$ cat src/rtl/sweep_decoder.sv
// Registered one-hot decoder with enable, plus a sweep mode that walks every
// output from SWEEP_START to the last index, one per cycle.
module sweep_decoder #(
   parameter int SEL_W       = 5,
   parameter int SWEEP_START = 0
) (
   input  logic                    clock,
   input  logic                    ctrl_reset,
   input  logic                    in_valid,
   input  logic [SEL_W-1:0]        in_sel,
   input  logic                    in_enable,
   output logic                    in_ready,
   input  logic                    sweep_start,
   output logic                    busy,
   output logic [(1<<SEL_W)-1:0]   out_onehot,
   output logic                    out_valid,
   output logic [SEL_W-1:0]        out_index,
   output logic                    sweep_done
);

   localparam int OUTS = 2 ** SEL_W;
   localparam logic [SEL_W-1:0] START_IDX = SEL_W'(SWEEP_START);
   localparam logic [SEL_W-1:0] LAST_IDX  = SEL_W'(OUTS - 1);

   generate
      if (SWEEP_START < 0 || SWEEP_START >= OUTS) begin : g_bad_start
         $error("sweep_decoder: SWEEP_START out of range 0..OUTS-1");
      end
   endgenerate

   typedef enum logic {IDLE, SWEEP} state_t;

   state_t                 state, state_nxt;
   logic [SEL_W-1:0]       counter, counter_nxt;
   logic [SEL_W-1:0]       step_idx;
   logic [OUTS-1:0]        onehot_nxt;
   logic                   valid_nxt;
   logic [SEL_W-1:0]       index_nxt;
   logic                   done_nxt;

   // counter holds the index currently on the outputs, so the first sweep
   // output can appear on the cycle right after sweep_start is sampled
   always_comb begin
      state_nxt   = state;
      counter_nxt = counter;
      onehot_nxt  = '0;
      valid_nxt   = 1'b0;
      index_nxt   = out_index;
      done_nxt    = 1'b0;
      step_idx    = counter + 1'b1;
      in_ready    = ~ctrl_reset & (state == IDLE) & ~sweep_start;
      busy        = (state == SWEEP);

      case (state)
         IDLE: begin
            if (sweep_start) begin
               state_nxt   = SWEEP;
               counter_nxt = START_IDX;
               onehot_nxt  = OUTS'(1) << START_IDX;
               valid_nxt   = 1'b1;
               index_nxt   = START_IDX;
               done_nxt    = (START_IDX == LAST_IDX);
            end else if (in_valid) begin
               valid_nxt = 1'b1;
               index_nxt = in_sel;
               if (in_enable) begin
                  onehot_nxt = OUTS'(1) << in_sel;
               end
            end
         end
         SWEEP: begin
            if (counter == LAST_IDX) begin
               state_nxt   = IDLE;
               counter_nxt = START_IDX;
            end else begin
               counter_nxt = step_idx;
               onehot_nxt  = OUTS'(1) << step_idx;
               valid_nxt   = 1'b1;
               index_nxt   = step_idx;
               done_nxt    = (step_idx == LAST_IDX);
            end
         end
         default: state_nxt = IDLE;
      endcase
   end

   always_ff @(posedge clock or posedge ctrl_reset) begin
      if (ctrl_reset) begin
         state      <= IDLE;
         counter    <= START_IDX;
         out_onehot <= '0;
         out_valid  <= 1'b0;
         out_index  <= '0;
         sweep_done <= 1'b0;
      end else begin
         state      <= state_nxt;
         counter    <= counter_nxt;
         out_onehot <= onehot_nxt;
         out_valid  <= valid_nxt;
         out_index  <= index_nxt;
         sweep_done <= done_nxt;
      end
   end

endmodule
$ cat config.mk
export PLATFORM = sky130hd
export DESIGN_NAME = sweep_decoder
export DESIGN_NICKNAME = d
export VERILOG_FILES = /design/src/rtl/sweep_decoder.sv
export SDC_FILE = /design/constraint.sdc
export NUM_CORES = 1
export LEC_CHECK = 0
export BUFFER_PORTS_ARGS = -buffer_cell sky130_fd_sc_hd__buf_2
export CAP_MARGIN = 10
export CORE_AREA = 2 2 63 65
export CTS_BUF_LIST = sky130_fd_sc_hd__clkbuf_4 sky130_fd_sc_hd__clkbuf_8 sky130_fd_sc_hd__clkbuf_16
export CTS_CLUSTER_SIZE = 20
export DETAILED_ROUTE_END_ITERATION = 12
export DIE_AREA = 0 0 65 67
export PLACE_DENSITY = 0.79
export SLEW_MARGIN = 10
export SYNTH_ARGS = -nofsm -noshare
export SYNTH_HDL_FRONTEND = slang
export SYNTH_SLANG_ARGS = --single-unit
$ cat constraint.sdc
create_clock -name clock -period 6.2 [get_ports clock]
set_clock_uncertainty 0.05 [all_clocks]
set_input_delay 0.62 -clock clock [delete_from_list [all_inputs] [get_ports clock]]
set_output_delay 0.62 -clock clock [all_outputs]
set_load 0.1 [all_outputs]
==> flow_summary.json <==
{
  "die_h_um": 67,
  "hold_buffers": 0,
  "slew_headroom_pct": 23.4,
  "final_antenna_net_count": 0,
  "synth_seq_cells": 45,
  "ys.warnings.count": 0,
  "yosysTopAreaCell": "dfrtp_1",
  "wl_met1_um": 1730,
  "cts_sinks": 45,
  "grt_pass1_vias": 1422,
  "layout-drive-gt1-share_pct": 31.3,
  "yosysSeqAreaShare_pct": 56.9,
  "insertion_delay_ns": 0.30,
  "rsz0062_at_grt": "false",
  "drv_cap": 0,
  "via_per_inst": 5.86,
  "antenna_found_initial": 0,
  "n_antenna_cell": 0,
  "dr_total_vias": 1552,
  "cp_common_cell": "ha_1",
  "pin_count": 51,
  "cts_buffer_depth": 2,
  "wl_um": 4170,
  "worstSetupStartpoint": "counter[0]$_DFFE_PP0P_",
  "port_buffers": 50,
  "netlist_area_sq_um": 1980,
  "finalCriticalPeriod_ns": 2.36,
  "yosysUniqueCellTypes": 40,
  "netlist.area_leader.share_pct": 56.9,
  "rrSetupSlack_ns": 3.84,
  "drt_iter0_drc": 72,
  "hold_viol": 0,
  "synth_area_per_cell_sq_um": 11.7,
  "fmax_mhz": 423,
  "overflow": 0,
  "cp_cell_sequence": "ha_1 -> and3_1 -> ha_1 -> nor3b_2 -> nand3_1 -> o22ai_1",
  "clkTransAtPathRegs_ns": 0.08,
  "wl_per_cell_um": 15.7,
  "fp.dieW_um": 65,
  "numPlacedInstances": 257,
  "worst_slack_ns": 3.84,
  "path_max_fanout": 8,
  "slew_viol_final": 0,
  "wl_met3_um": 266,
  "dpl_worst_slack_ns": 3.73,
  "final_common_cell": "buf_2",
  "timing.rr.start": "counter[0]$_DFFE_PP0P_",
  "grt_use_total_pct": 20.2,
  "setup_viol": 0,
  "tns_ns": 0,
  "cp.arrival_ns": 2.51,
  "h-tree-depth": 2,
  "cts_tree": "done",
  "initial_core_util_pct": 54.9,
  "reg2reg_depth": 6,
  "dr.max_layer_used": "met4",
  "critPathLaunchType": "flop",
  "crit_slowest_cell": "dfrtp_1",
  "synthTopCellsByArea": "dfrtp_1 57%, o22ai_1 10%, nand3_1 4.8%",
  "finalNonFillerCells": 265,
  "area_growth_pct": 19.3,
  "cp-endpoint": "out_onehot[1]$_DFF_PP0_",
  "cts_buffers": 5,
  "hold_slack_ns": 0.403,
  "gp_congestion": 0.878,
  "core_sq_um": 3610,
  "status": "completed",
  "synthCells": 169,
  "worst_setup_path_end_kind": "flop",
  "dpl.hpwl_um": 2920,
  "cts-root-buf": "clkbuf_8",
  "fp.dieArea_sq_um": 4360,
  "dr.pass1.iters": 4,
  "worst_ep_required_time_ns": 6.35,
  "syn_nets": 185,
  "rr_endpoint": "out_onehot[1]$_DFF_PP0_",
  "post-route-period-util_pct": 38.1,
  "drcViolationCount": 0,
  "grt_pass1_wl_um": 6490,
  "slowest_delay_ns": 0.48,
  "grt_max_degree": 46,
  "postCtsSetupBuffers": 0,
  "tightest_slew_ns": 1.13,
  "final_cell_mix": "50 x buf_2, 45 x dfrtp_1, 33 x o22ai_1, 19 x nand3_1",
  "crit_type": "reg -> reg",
  "fp-row-count": 22,
  "nets": 232,
  "wl_met2_um": 2110,
  "cts_resized": 0,
  "hold_path_class": "in -> async"
}
==> registers in the layout (all words and copies together), names as in the netlist <==
name,flops
counter,5
out_valid,1
busy,1
out_onehot,32
sweep_done,1
out_index,5
==> logic make-up (layout without fill, tap and decap cells) <==
group | Yosys count | in the layout | synth area share (%)
buffers and inverters | 17 | 65 | 3.98
adders and majority gates | 6 | 6 | 3.79
muxes | 4 | 4 | 2.21
AOI/OAI and AO/OA | 47 | 47 | 15.7
DFF | 45 | 45 | 56.9
and+or+nand+nor | 46 | 46 | 14.0
xor gates and xnor gates | 4 | 4 | 3.48
==> worst min-delay path by stage <==
stage	slack, ns	startpoint	to	cells past startpoint
after CTS	0.43	ctrl_reset	out_index[3]$_DFFE_PP0P_	3
after global placement	0.44	out_index[1]$_DFFE_PP0P_	out_index[1]$_DFFE_PP0P_	1
final	0.40	ctrl_reset	out_index[3]$_DFFE_PP0P_	3
after detailed placement	0.45	out_index[4]$_DFFE_PP0P_	out_index[4]$_DFFE_PP0P_	1
after global routing	0.47	ctrl_reset	counter[0]$_DFFE_PP0P_	3
after floorplan	0.42	counter[4]$_DFFE_PP0P_	counter[4]$_DFFE_PP0P_	1
==> layer usage <==
metal | vias to the layer above | GRT usage, %
met3 | 9 | 5.07
met2 | 65 | 33.0
met5 | - | 0
met4 | 0 | 10.4
met1 | 758 | 24.7
li1 | 720 | -
==> layout make-up <==
type | instances | area (sq um)
clock buffers | 7 | 90.1
repair buffers | 51 | 258
flip-flops and latches | 45 | 1130
clock inverters | 1 | 30.0
multi-input cells | 107 | 776
fillers | 309 | 1240
inverters | 6 | 22.5
well taps | 48 | 60.1
==> cells in the mapped netlist <==
library cell  instances
mux2_2                3
nor4bb_1              2
dfrtp_1              45
clkbuf_1              2
mux2i_1               1
o2bb2ai_1             1
o32ai_1               1
o22ai_1              33
or2_2                 1
xor2_2                1
inv_1                 6
o31ai_1               1
a41oi_1               1
and3b_1               1
nor2b_1               3
and3_1                1
nand3_1              19
a21oi_1               1
nand4_1               1
nor3b_2               1
nand2b_1              4
xnor2_2               1
xnor2_1               1
nor2_1                3
a31oi_1               1
buf_1                 4
buf_6                 1
buf_2                 3
nand3_2               1
xnor2_4               1
o21ai_0               2
buf_4                 1
ha_1                  6
o21bai_1              1
nor3_1                2
nand4b_1              1
nand3b_1              4
a21o_1                1
nand2_1               2
a22o_1                4
==> stage by stage <==
stage	util (%)	area (sq um)
after floorplan	-	1980
after global placement	62.2	2240
after detailed placement	62.2	2240
after CTS	65.5	2360
after global routing	65.5	2360
final	65.5	2360
==> worst max-delay path: cells and delay by family (launching register included) <==
family                     cells  cell delay (ns)
AOI/OAI and AO/OA              1             0.18
adders and majority gates      2             0.67
DFF                            1             0.48
and+or+nand+nor                3             0.89
Power is left out: the tool's default activity adds up to more than one toggle a clock period on the data nets, which glitch-free logic cannot reach.
